**src/rtl/tim_apb_arbiter_if.sv**
```systemverilog
// Signal bundle between the two requesters, the shared response channel
// and the timer APB slave port of tim_apb_arbiter.
interface tim_apb_arbiter_if #(
    parameter int unsigned ADDR_W = 12,
    parameter int unsigned DATA_W = 32
);
    localparam int unsigned STRB_W = DATA_W / 8;

    logic              req0_valid;
    logic              req0_write;
    logic [ADDR_W-1:0] req0_addr;
    logic [DATA_W-1:0] req0_wdata;
    logic [STRB_W-1:0] req0_strb;
    logic              req0_ready;

    logic              req1_valid;
    logic              req1_write;
    logic [ADDR_W-1:0] req1_addr;
    logic [DATA_W-1:0] req1_wdata;
    logic [STRB_W-1:0] req1_strb;
    logic              req1_ready;

    logic              rsp_valid;
    logic              rsp_id;
    logic [DATA_W-1:0] rsp_rdata;
    logic              rsp_err;

    logic [ADDR_W-1:0] tim_paddr;
    logic              tim_psel;
    logic              tim_penable;
    logic              tim_pwrite;
    logic [DATA_W-1:0] tim_pwdata;
    logic [STRB_W-1:0] tim_pstrb;
    logic [DATA_W-1:0] tim_prdata;
    logic              tim_pready;
    logic              tim_pslverr;

    // Arbiter side: takes requests, drives responses and the APB master port.
    modport master (
        input  req0_valid, req0_write, req0_addr, req0_wdata, req0_strb,
        output req0_ready,
        input  req1_valid, req1_write, req1_addr, req1_wdata, req1_strb,
        output req1_ready,
        output rsp_valid, rsp_id, rsp_rdata, rsp_err,
        output tim_paddr, tim_psel, tim_penable, tim_pwrite, tim_pwdata, tim_pstrb,
        input  tim_prdata, tim_pready, tim_pslverr
    );

    // Environment side: requesters, response consumer and the APB slave.
    modport slave (
        output req0_valid, req0_write, req0_addr, req0_wdata, req0_strb,
        input  req0_ready,
        output req1_valid, req1_write, req1_addr, req1_wdata, req1_strb,
        input  req1_ready,
        input  rsp_valid, rsp_id, rsp_rdata, rsp_err,
        input  tim_paddr, tim_psel, tim_penable, tim_pwrite, tim_pwdata, tim_pstrb,
        output tim_prdata, tim_pready, tim_pslverr
    );
endinterface

```
**src/rtl/tim_apb_arbiter.sv**
```systemverilog
// Round-robin two-requester APB4 master in front of timer_top, with a
// wait-state watchdog that aborts transfers to a hung slave.
module tim_apb_arbiter #(
    parameter int unsigned ADDR_W  = 12,
    parameter int unsigned DATA_W  = 32,
    parameter int unsigned TIMEOUT = 16
) (
    input logic               sys_clk,
    input logic               sys_rst_n,
    tim_apb_arbiter_if.master bus
);
    localparam int unsigned STRB_W = DATA_W / 8;
    localparam int unsigned CNT_W  = $clog2(TIMEOUT + 1);

    typedef enum logic [1:0] {
        IDLE   = 2'd0,
        SETUP  = 2'd1,
        ACCESS = 2'd2
    } state_t;

    state_t            state;
    state_t            state_nxt;
    logic              rr_ptr;
    logic              cur_id;
    logic [CNT_W-1:0]  wait_cnt;

    logic              grant;
    logic              grant_vld;
    logic              accept;
    logic              done;
    logic              abort;
    logic              sel_write;
    logic [ADDR_W-1:0] sel_addr;
    logic [DATA_W-1:0] sel_wdata;
    logic [STRB_W-1:0] sel_strb;

    // State register
    always_ff @(posedge sys_clk or negedge sys_rst_n) begin
        if (!sys_rst_n) begin
            state <= IDLE;
        end else begin
            state <= state_nxt;
        end
    end

    // Next-state logic; the watchdog fires at the end of the TIMEOUT-th ACCESS cycle
    always_comb begin
        state_nxt = state;
        case (state)
            IDLE:    if (grant_vld) state_nxt = SETUP;
            SETUP:   state_nxt = ACCESS;
            ACCESS:  if (bus.tim_pready || (wait_cnt == CNT_W'(TIMEOUT - 1))) state_nxt = IDLE;
            default: state_nxt = IDLE;
        endcase
    end

    // Grant selection, accept handshake and completion decode
    always_comb begin
        grant     = rr_ptr;
        grant_vld = 1'b0;
        if (rr_ptr ? bus.req1_valid : bus.req0_valid) begin
            grant     = rr_ptr;
            grant_vld = 1'b1;
        end else if (rr_ptr ? bus.req0_valid : bus.req1_valid) begin
            grant     = ~rr_ptr;
            grant_vld = 1'b1;
        end

        accept         = (state == IDLE) && grant_vld;
        bus.req0_ready = accept && !grant;
        bus.req1_ready = accept && grant;

        sel_write = grant ? bus.req1_write : bus.req0_write;
        sel_addr  = grant ? bus.req1_addr  : bus.req0_addr;
        sel_wdata = grant ? bus.req1_wdata : bus.req0_wdata;
        sel_strb  = grant ? bus.req1_strb  : bus.req0_strb;

        done  = (state == ACCESS) && bus.tim_pready;
        abort = (state == ACCESS) && !bus.tim_pready && (wait_cnt == CNT_W'(TIMEOUT - 1));
    end

    // APB master registers, round-robin pointer, watchdog and response channel
    always_ff @(posedge sys_clk or negedge sys_rst_n) begin
        if (!sys_rst_n) begin
            bus.tim_paddr   <= '0;
            bus.tim_psel    <= 1'b0;
            bus.tim_penable <= 1'b0;
            bus.tim_pwrite  <= 1'b0;
            bus.tim_pwdata  <= '0;
            bus.tim_pstrb   <= '0;
            bus.rsp_valid   <= 1'b0;
            bus.rsp_id      <= 1'b0;
            bus.rsp_rdata   <= '0;
            bus.rsp_err     <= 1'b0;
            rr_ptr          <= 1'b0;
            cur_id          <= 1'b0;
            wait_cnt        <= '0;
        end else begin
            bus.rsp_valid <= 1'b0;

            if (accept) begin
                bus.tim_paddr  <= sel_addr;
                bus.tim_pwrite <= sel_write;
                bus.tim_pwdata <= sel_wdata;
                bus.tim_pstrb  <= sel_write ? sel_strb : '0;
                bus.tim_psel   <= 1'b1;
                cur_id         <= grant;
                rr_ptr         <= ~grant;
                wait_cnt       <= '0;
            end

            if (state == SETUP) begin
                bus.tim_penable <= 1'b1;
            end

            if ((state == ACCESS) && !bus.tim_pready && !abort) begin
                wait_cnt <= wait_cnt + CNT_W'(1);
            end

            // Abort reports as an error with no data
            if (done || abort) begin
                bus.tim_psel    <= 1'b0;
                bus.tim_penable <= 1'b0;
                bus.rsp_valid   <= 1'b1;
                bus.rsp_id      <= cur_id;
                bus.rsp_err     <= done ? bus.tim_pslverr : 1'b1;
                bus.rsp_rdata   <= (done && !bus.tim_pwrite) ? bus.tim_prdata : '0;
            end
        end
    end
endmodule

```
**src/flat_wrapper.sv**
```systemverilog
// flat-port wrapper written by rule: the top's interface ports become plain ports
module tim_apb_arbiter_flat 
#(
    parameter int unsigned ADDR_W  = 12,
    parameter int unsigned DATA_W  = 32,
    parameter int unsigned TIMEOUT = 16
)
  (sys_clk, sys_rst_n, bus_req0_valid, bus_req0_write, bus_req0_addr, bus_req0_wdata, bus_req0_strb, bus_req0_ready, bus_req1_valid, bus_req1_write, bus_req1_addr, bus_req1_wdata, bus_req1_strb, bus_req1_ready, bus_rsp_valid, bus_rsp_id, bus_rsp_rdata, bus_rsp_err, bus_tim_paddr, bus_tim_psel, bus_tim_penable, bus_tim_pwrite, bus_tim_pwdata, bus_tim_pstrb, bus_tim_prdata, bus_tim_pready, bus_tim_pslverr);
  tim_apb_arbiter_if #(.ADDR_W(ADDR_W), .DATA_W(DATA_W)) bus_i ();
  input logic sys_clk;
  input logic sys_rst_n;
  input wire logic [$bits(bus_i.req0_valid)-1:0] bus_req0_valid;
  input wire logic [$bits(bus_i.req0_write)-1:0] bus_req0_write;
  input wire logic [$bits(bus_i.req0_addr)-1:0] bus_req0_addr;
  input wire logic [$bits(bus_i.req0_wdata)-1:0] bus_req0_wdata;
  input wire logic [$bits(bus_i.req0_strb)-1:0] bus_req0_strb;
  output wire logic [$bits(bus_i.req0_ready)-1:0] bus_req0_ready;
  input wire logic [$bits(bus_i.req1_valid)-1:0] bus_req1_valid;
  input wire logic [$bits(bus_i.req1_write)-1:0] bus_req1_write;
  input wire logic [$bits(bus_i.req1_addr)-1:0] bus_req1_addr;
  input wire logic [$bits(bus_i.req1_wdata)-1:0] bus_req1_wdata;
  input wire logic [$bits(bus_i.req1_strb)-1:0] bus_req1_strb;
  output wire logic [$bits(bus_i.req1_ready)-1:0] bus_req1_ready;
  output wire logic [$bits(bus_i.rsp_valid)-1:0] bus_rsp_valid;
  output wire logic [$bits(bus_i.rsp_id)-1:0] bus_rsp_id;
  output wire logic [$bits(bus_i.rsp_rdata)-1:0] bus_rsp_rdata;
  output wire logic [$bits(bus_i.rsp_err)-1:0] bus_rsp_err;
  output wire logic [$bits(bus_i.tim_paddr)-1:0] bus_tim_paddr;
  output wire logic [$bits(bus_i.tim_psel)-1:0] bus_tim_psel;
  output wire logic [$bits(bus_i.tim_penable)-1:0] bus_tim_penable;
  output wire logic [$bits(bus_i.tim_pwrite)-1:0] bus_tim_pwrite;
  output wire logic [$bits(bus_i.tim_pwdata)-1:0] bus_tim_pwdata;
  output wire logic [$bits(bus_i.tim_pstrb)-1:0] bus_tim_pstrb;
  input wire logic [$bits(bus_i.tim_prdata)-1:0] bus_tim_prdata;
  input wire logic [$bits(bus_i.tim_pready)-1:0] bus_tim_pready;
  input wire logic [$bits(bus_i.tim_pslverr)-1:0] bus_tim_pslverr;
  assign bus_i.req0_valid = bus_req0_valid;
  assign bus_i.req0_write = bus_req0_write;
  assign bus_i.req0_addr = bus_req0_addr;
  assign bus_i.req0_wdata = bus_req0_wdata;
  assign bus_i.req0_strb = bus_req0_strb;
  assign bus_req0_ready = bus_i.req0_ready;
  assign bus_i.req1_valid = bus_req1_valid;
  assign bus_i.req1_write = bus_req1_write;
  assign bus_i.req1_addr = bus_req1_addr;
  assign bus_i.req1_wdata = bus_req1_wdata;
  assign bus_i.req1_strb = bus_req1_strb;
  assign bus_req1_ready = bus_i.req1_ready;
  assign bus_rsp_valid = bus_i.rsp_valid;
  assign bus_rsp_id = bus_i.rsp_id;
  assign bus_rsp_rdata = bus_i.rsp_rdata;
  assign bus_rsp_err = bus_i.rsp_err;
  assign bus_tim_paddr = bus_i.tim_paddr;
  assign bus_tim_psel = bus_i.tim_psel;
  assign bus_tim_penable = bus_i.tim_penable;
  assign bus_tim_pwrite = bus_i.tim_pwrite;
  assign bus_tim_pwdata = bus_i.tim_pwdata;
  assign bus_tim_pstrb = bus_i.tim_pstrb;
  assign bus_i.tim_prdata = bus_tim_prdata;
  assign bus_i.tim_pready = bus_tim_pready;
  assign bus_i.tim_pslverr = bus_tim_pslverr;
  tim_apb_arbiter #(.ADDR_W(ADDR_W), .DATA_W(DATA_W), .TIMEOUT(TIMEOUT)) u_core (.sys_clk(sys_clk), .sys_rst_n(sys_rst_n), .bus(bus_i));
endmodule
```
**config.mk**
```make
export PLATFORM = sky130hd
export DESIGN_NAME = tim_apb_arbiter_flat
export DESIGN_NICKNAME = d
export VERILOG_FILES = /design/src/rtl/tim_apb_arbiter_if.sv /design/src/rtl/tim_apb_arbiter.sv /design/src/flat_wrapper.sv
export SDC_FILE = /design/constraint.sdc
export NUM_CORES = 1
export LEC_CHECK = 0
export ABC_CLOCK_PERIOD_IN_PS = 2050
export CAP_MARGIN = 0
export CORE_MARGIN = 2
export CORE_UTILIZATION = 40
export CTS_CLUSTER_DIAMETER = 120
export DETAILED_ROUTE_END_ITERATION = 10
export DONT_BUFFER_PORTS = 1
export SYNTH_ARGS = -nofsm -noshare
export SYNTH_HDL_FRONTEND = slang
export SYNTH_SLANG_ARGS = --single-unit
```
**constraint.sdc**
```tcl
create_clock -name sys_clk -period 2.05 [get_ports sys_clk]
set_input_delay 0.205 -clock sys_clk [delete_from_list [all_inputs] [get_ports sys_clk]]
set_output_delay 0.205 -clock sys_clk [all_outputs]
set_load 0.05 [all_outputs]
```
# After elaboration in Yosys (flattened, before gate mapping)

Cells that the tools add are included.

Memory bits (writable): 0
Memories: 0
Flip-flop bits (word level): 95
Bits in read-only memories: 0
Word-level logic and storage cells: 64
Bits in latches: 0

Bitwise logic cells: 2
Magnitude comparators: 0
Reduce and logical (&&, ||, !) cells: 19
Divide/modulo/power cells: 0
$add $sub $neg: 1
Shift-type cells: 0
Equal/unequal tests: 5
Multiplexer cells: 23
$mul: 0

Operators with widths:

| operator              | count |
|---|---|
| $mux W32              | 2 |
| $mux W1               | 13 |
| $mux W12              | 1 |
| $mux W5               | 2 |
| $logic_and A1 B1 Y1   | 8 |
| $mux W4               | 2 |
| $pmux W2 S3           | 1 |
| $reduce_bool A2 Y1    | 3 |
| $add A5 B1 Y5 const B | 1 |
| $eq A5 B4 Y1 const B  | 1 |
| $logic_not A1 Y1      | 4 |
| $mux W2               | 2 |
| $ne A2 B1 Y1 const B  | 2 |
| $eq A2 B1 Y1 const B  | 1 |
| $eq A2 B2 Y1 const B  | 1 |
| $logic_not A2 Y1      | 1 |
| $logic_or A1 B1 Y1    | 2 |
| $not A1 Y1            | 2 |
| $reduce_and A2 Y1     | 1 |

# Depth between registers and ports, before layout

Gate-level depths: netlist (run 1).

Depth in word-level cells: 6
Gate-level depth with buffers: 7
Mapped depth without buffers: 7

# Worst setup path after synthesis (run 1)

OpenSTA, ideal clock, no wires.

Path kind: reg-to-reg
From: register u_core.wait_cnt[0]
To: register u_core.wait_cnt[2]
Clock period less this slack: 1.924 ns
Slack: 0.126 ns
Stages on the path, launching flop included: 8
Required time: 1.927 ns
Arrival: 1.801 ns
Path through: dfrtp_1 -> ha_1 -> and3_1 -> ha_1 -> or4b_4 -> o31a_1 -> o21ai_1 -> o21ai_1

Longest elaborated chain between the ends: 5

RTL lines:

| element                                                               | line                   | source |
|---|---|---|
| start, declared                                                       | tim_apb_arbiter.sv:25  | `logic [CNT_W-1:0] wait_cnt;` |
| start signal, assigned                                                | tim_apb_arbiter.sv:117 | `wait_cnt <= wait_cnt + CNT_W'(1);` |
| parallel branches: the longest is 5 deep, another holds $add A5 B1 Y5 | -                      |  |

Several ways; the timed one is not identified.
A chain may end at the register's enable or synchronous reset.

# Worst setup path after layout (run 1)

From: register u_core.wait_cnt[1]
To: register u_core.wait_cnt[2]

The elaborated chain is that of the path after synthesis.

==> results of run 1 <==
## per-layer routing
layer | track usage, % | wire, um
met1 | 25.2 | 4510
met2 | 34.9 | 5680
met3 | 6.70 | 1010
met4 | 6.27 | 106
met5 | 0 | 0
## sequential cells by signal, summed over array words and instances (netlist names)
| name | flops |
|---|---|
| u_core.bus.tim_pwdata | 32 |
| u_core.bus.rsp_rdata | 32 |
| u_core.bus.tim_pwrite | 1 |
| u_core.bus.tim_psel | 1 |
| u_core.bus.rsp_err | 1 |
| u_core.bus.rsp_id | 1 |
| u_core.bus.tim_penable | 1 |
| u_core.state | 2 |
| u_core.rr_ptr | 1 |
| u_core.cur_id | 1 |
| u_core.bus.tim_pstrb | 4 |
| u_core.wait_cnt | 5 |
| u_core.bus.tim_paddr | 12 |
| u_core.bus.rsp_valid | 1 |
## what timing repair did
item	CTS	global route
cloned	1	1
pin swaps	1	4
gates resized for setup	1	6
hold endpoints to repair	171	95
endpoints found under the setup margin	1	5
setup buffers	0	2
## area by class of cell
type | count | area share (%)
clock buffers | 11 | 2.75
clock inverters | 5 | 1.12
inverters | 4 | 0.292
multi-input cells | 269 | 29.3
flip-flops and latches | 95 | 46.2
well taps | 133 | 3.23
repair buffers | 89 | 17.2
## per-stage QoR
step | cells | instance area, um2 | setup slack, ns | util (%)
after floorplan | 392 | 4010 | 0.126 | -
after global placement | 510 | 4140 | 0.102 | 42.5
after detailed placement | 510 | 4140 | 0.0548 | 42.5
after CTS | 603 | 5100 | 0.000156 | 52.5
after global routing | 606 | 5150 | -0.0118 | 52.9
final | 606 | 5150 | 0.0722 | 52.9
## critical path, cell delays in order (launching register included)
cell     delay (ns)
dfrtp_1        0.41
ha_2           0.21
and3_4         0.18
ha_2           0.17
or4b_4         0.53
o31a_1         0.16
o21ai_1        0.13
o21ai_1        0.08
## cells in the mapped netlist (2+ instances only)
cell / count
dfrtp_1: 95
a22o_1: 33
a21oi_1: 79
nand2_1: 55
ha_1: 2
inv_1: 3
nor2_1: 58
buf_4: 2
o21ai_0: 2
o21ai_1: 8
a21oi_2: 10
mux2i_1: 4
clkbuf_1: 4
buf_2: 17
## power by group
group | internal (mW) | switching, mW | total [mW]
combinational | 1.07 | 1.40 | 2.48
sequential | 2.70 | 3.61 | 6.31
clock | 0.596 | 0.648 | 1.24
## logic make-up (layout without fill, tap and decap cells)
family | count (synthesis) | in the layout | share of synthesized area [%]
and+or+nand+nor | 122 | 124 | 12.5
muxes | 5 | 5 | 1.28
DFF | 95 | 95 | 59.3
buffers and inverters | 30 | 109 | 4.40
adders and majority gates | 2 | 2 | 0.624
AOI/OAI and AO/OA | 138 | 138 | 21.9
## worst max-delay path by stage
stage	to	slack [ns]
after floorplan	u_core.wait_cnt[2]$_DFFE_PN0P_	0.13
after global placement	u_core.wait_cnt[2]$_DFFE_PN0P_	0.10
after detailed placement	u_core.wait_cnt[2]$_DFFE_PN0P_	0.05
after CTS	bus_req0_ready	0.0002
after global routing	u_core.wait_cnt[2]$_DFFE_PN0P_	-0.01
final	u_core.wait_cnt[2]$_DFFE_PN0P_	0.07
==> impl_metrics.json, run 1 <==
{
  "rr_startpoint": "u_core.wait_cnt[1]$_DFFE_PN0P_",
  "max_freq_ghz": 0.506,
  "yosysSeqAreaShare_pct": 59.3,
  "ir_drop_mv": 0.930,
  "cts.sinks": 95,
  "vias_per_cell": 5.56,
  "synth-warning-count": 0,
  "post-route-period-util_pct": 96.5,
  "slew_viol_final": 0,
  "critPathKind": "flop to flop",
  "io_pins": 224,
  "ant_nets": 0,
  "coreArea_um2": 9730,
  "row_count": 36,
  "num_vias": 3371,
  "drv_cap": 0,
  "dr.pass1.iters": 5,
  "area_growth_pct": 28.4,
  "synth_nets": 530,
  "fill_cells": 816,
  "failed_checks": "hold timing",
  "clock_path_buffers": 2,
  "status": "complete, but fails checks",
  "ys_types": 34,
  "grt_max_degree": 96,
  "min_period_ns": 1.98,
  "h-tree-depth": 3,
  "grtUsageTotal_pct": 20.6,
  "ys.flop_type": "dfrtp_1",
  "place_congestion": 0.820,
  "crit_path_start": "u_core.wait_cnt[1]$_DFFE_PN0P_",
  "r2r_end": "u_core.wait_cnt[2]$_DFFE_PN0P_",
  "clkSlewWorstSetupHoldPaths_ns": 0.09,
  "rrSetupSlack_ns": 0.07,
  "finalSetupViolCount": 0,
  "clk_latency_ns": 0.35,
  "drt_drc_violations_left": 0,
  "r2r_cells": 7,
  "multi_input_area_um2": 1510,
  "antenna_found_initial": 0,
  "cts-buffers-inserted": 9,
  "port_buffers": 0,
  "netlist_area_um2": 4010,
  "timing.hold.ws_ns": -0.463,
  "seq_area_um2": 2380,
  "ys_top_cells_by_area": "dfrtp_1 (59%), a21oi_1 (9.9%), a22o_1 (7.2%)",
  "slew_headroom_pct": 35.2,
  "start_util_pct": 41.2,
  "wl_per_cell_um": 18.7,
  "worstPathRequired_ns": 2.28,
  "wl_mm": 11.3,
  "nNetsFinal": 606,
  "p_total_mw": 10.0,
  "worst_slew_pin_slew_ns": 0.971,
  "drive_gt1_share_pct": 11.8,
  "cp.arrival_ns": 2.21,
  "grt_pass1_wl_mm": 18.0,
  "fp.dieH_um": 104,
  "n_antenna_cell": 0,
  "synth_edf_count": 0,
  "yosys.area.top_type": "dfrtp_1",
  "leakagePower_nw": 2.23,
  "syn_inst": 392,
  "min_path_type": "input pin to async pin",
  "dp_hpwl_mm": 6.79,
  "final_common_cell": "dfrtp_1",
  "chipWidth_um": 104,
  "tns_ns": 0,
  "power_density_nw_per_um2": 1950,
  "skew_ns": 0.00713,
  "gr-total-overflow": 0,
  "synth_top_area_share_pct": 59.3,
  "grt_pass1_vias": 3398,
  "drtIter0Drc": 282,
  "ys_ff_latch": 95,
  "dieArea_um2": 10800,
  "cp_max_fo": 4,
  "hold_viol": 95,
  "cts_tree": "yes",
  "final_cell_mix": "dfrtp_1 (95), a21oi_1 (79), dlygate4sd3_1 (76)",
  "cts_hold_buf": 76,
  "synth_async_sr_flop_share_pct": 100,
  "crit_path_start_kind": "flop",
  "cp-end-kind": "flop",
  "syn_area_per_cell_um2": 10.2,
  "clock-root-buffer": "clkbuf_8"
}
Power figures use the tool's default switching activity.
==> inputs of run 2 (changes only) <==
--- a/config.mk
+++ b/config.mk
@@ -5,7 +5,7 @@
 export SDC_FILE = /design/constraint.sdc
 export NUM_CORES = 1
 export LEC_CHECK = 0
-export ABC_CLOCK_PERIOD_IN_PS = 2050
+export ABC_CLOCK_PERIOD_IN_PS = 2300
 export CAP_MARGIN = 0
 export CORE_MARGIN = 2
 export CORE_UTILIZATION = 40
==> constraint.sdc (replaced) <==
create_clock -name sys_clk -period 2.3 [get_ports sys_clk]
set_input_delay 0.23 -clock sys_clk [delete_from_list [all_inputs] [get_ports sys_clk]]
set_output_delay 0.23 -clock sys_clk [all_outputs]
set_load 0.05 [all_outputs]
==> impl_metrics.json, run 2 (same netlist as run 1, synthesis figures left out) <==
{
  "slew_headroom_pct": 36.7,
  "placedCellCount": 508,
  "area_growth_pct": 24.6,
  "worstPathRequired_ns": 2.55,
  "clkSlewWorstSetupHoldPaths_ns": 0.10,
  "slew_viol_final": 0,
  "port_buffers": 0,
  "h-tree-depth": 3,
  "failed_checks": "hold timing",
  "drive_gt1_share_pct": 9.83,
  "cts-buffers-inserted": 9,
  "timing.hold.ws_ns": -0.441,
  "status": "complete, but fails checks",
  "start_util_pct": 41.2,
  "n_antenna_cell": 0,
  "drtIter0Drc": 255,
  "cts_resized": 0,
  "final_common_cell": "dfrtp_1",
  "cp_cell_sequence": "ha_1 > and3_1 > ha_1 > or4b_4 > o31a_1 > o21ai_1 > o21ai_1",
  "place_congestion": 0.819,
  "wl_mm": 11.1,
  "coreArea_um2": 9730,
  "r2r_cells": 7,
  "num_vias": 3247,
  "drv_cap": 0,
  "cp_max_fo": 4,
  "drt_drc_violations_left": 0,
  "dr.pass1.iters": 5,
  "clk_latency_ns": 0.36,
  "cts.sinks": 95,
  "crit_slowest_cell": "or4b_4",
  "gr-total-overflow": 0,
  "finalSetupViolCount": 0,
  "cp-end-kind": "flop",
  "rr_startpoint": "u_core.wait_cnt[0]$_DFFE_PN0P_",
  "clock_path_buffers": 2,
  "grt_max_degree": 96,
  "leakagePower_nw": 2.17,
  "min_path_type": "input pin to async pin",
  "power_density_nw_per_um2": 1780,
  "postLayoutCoreUtil_pct": 51.3,
  "r2r_end": "u_core.wait_cnt[2]$_DFFE_PN0P_",
  "reg_top3": "u_core.bus.rsp_rdata x32, u_core.bus.tim_pwdata x32, u_core.bus.tim_paddr x12",
  "clock-root-buffer": "clkbuf_8",
  "cpPeakStageDelay_ns": 0.53,
  "nNetsFinal": 592,
  "row_count": 36,
  "critPathKind": "flop to flop",
  "chipWidth_um": 104,
  "rrSetupSlack_ns": 0.21,
  "cp.arrival_ns": 2.33,
  "post-route-period-util_pct": 90.7,
  "grt_pass1_vias": 3265,
  "cp_top_family": "simple AND/OR/NAND/NOR gates",
  "final_cell_mix": "dfrtp_1 (95), a21oi_1 (79), dlygate4sd3_1 (67)",
  "worst_slew_pin_slew_ns": 0.949,
  "grt_pass1_wl_mm": 17.6,
  "tns_ns": 0,
  "max_freq_ghz": 0.480,
  "instances_no_fill": 591,
  "hold_viol": 95,
  "vias_per_cell": 5.49,
  "wl_per_cell_um": 18.7,
  "antenna_found_initial": 0,
  "grtUsageTotal_pct": 20.3,
  "cts_tree": "yes",
  "ant_nets": 0,
  "dieArea_um2": 10800,
  "skew_ns": 0.0120,
  "path_buf_inv": 0,
  "min_period_ns": 2.09,
  "fp.dieH_um": 104,
  "rsz0062_at_grt": "false",
  "dp_hpwl_mm": 6.81,
  "crit_path_start_kind": "flop",
  "io_pins": 224,
  "ir_drop_mv": 0.819
}
-- run 2: cell types whose count changed in the layout (fill, tap and decap cells not counted), moves of 2 or more --
cell	before	now
dlygate4sd3_1	76	67
nor2_1	54	57
ha_2	2	0
nor2_2	6	2
buf_4	11	7
ha_1	0	2
-- run 2: cell type report --
| class | instances | area (um2) |
|---|---|---|
| fill | 864 | 4740 |
| tap | 133 | 166 |
| clock buffer | 10 | 138 |
| sequential | 95 | 2380 |
| multi-input combinational | 268 | 1480 |
| inverter | 4 | 15.0 |
| timing repair buffer | 76 | 763 |
| clock inverter | 5 | 58.8 |
-- run 2: how the worst max path moves through the flow --
stage                                   startpoint                              to  slack [ns]  cells after the start
CTS                      u_core.rr_ptr$_DFFE_PN0P_                  bus_req1_ready        0.16                      4
floorplan           u_core.wait_cnt[0]$_DFFE_PN0P_  u_core.wait_cnt[2]$_DFFE_PN0P_        0.38                      7
global placement    u_core.wait_cnt[0]$_DFFE_PN0P_  u_core.wait_cnt[2]$_DFFE_PN0P_        0.31                      7
global route             u_core.rr_ptr$_DFFE_PN0P_                  bus_req0_ready        0.07                      4
finish              u_core.wait_cnt[0]$_DFFE_PN0P_  u_core.wait_cnt[2]$_DFFE_PN0P_        0.21                      7
detailed placement  u_core.wait_cnt[0]$_DFFE_PN0P_  u_core.wait_cnt[2]$_DFFE_PN0P_        0.21                      7
-- run 2: routing by layer --
metal	vias up	GRT usage, %	share of wire [%]	wire length (um)
li1	1472	-	-	-
met1	1552	25.5	41	4590
met2	202	33.4	48	5320
met3	21	7.02	9.0	997
met4	0	5.79	1.5	165
met5	-	0	0	0
-- run 2: stage by stage --
step / power, mW / instance area [um2] / worst slack (ns)
finish: 8.87 / 4990 / 0.215
global route: 9.36 / 4990 / 0.0701
CTS: 8.91 / 4980 / 0.164
detailed placement: 7.67 / 4120 / 0.214
global placement: 7.61 / 4120 / 0.311
floorplan: 7.13 / 4010 / 0.376
-- run 2: power by group --
part	switching (mW)	internal (mW)	leakage, nW
combinational	1.23	0.922	0.936
sequential	3.21	2.40	1.14
clock	0.573	0.527	0.0944
-- run 2: what timing repair did --
item	4_1_cts	5_1_grt
setup endpoints to repair	1	0
hold buffers	66	1
buffers inserted	0	0
endpoints found under the hold margin	161	96
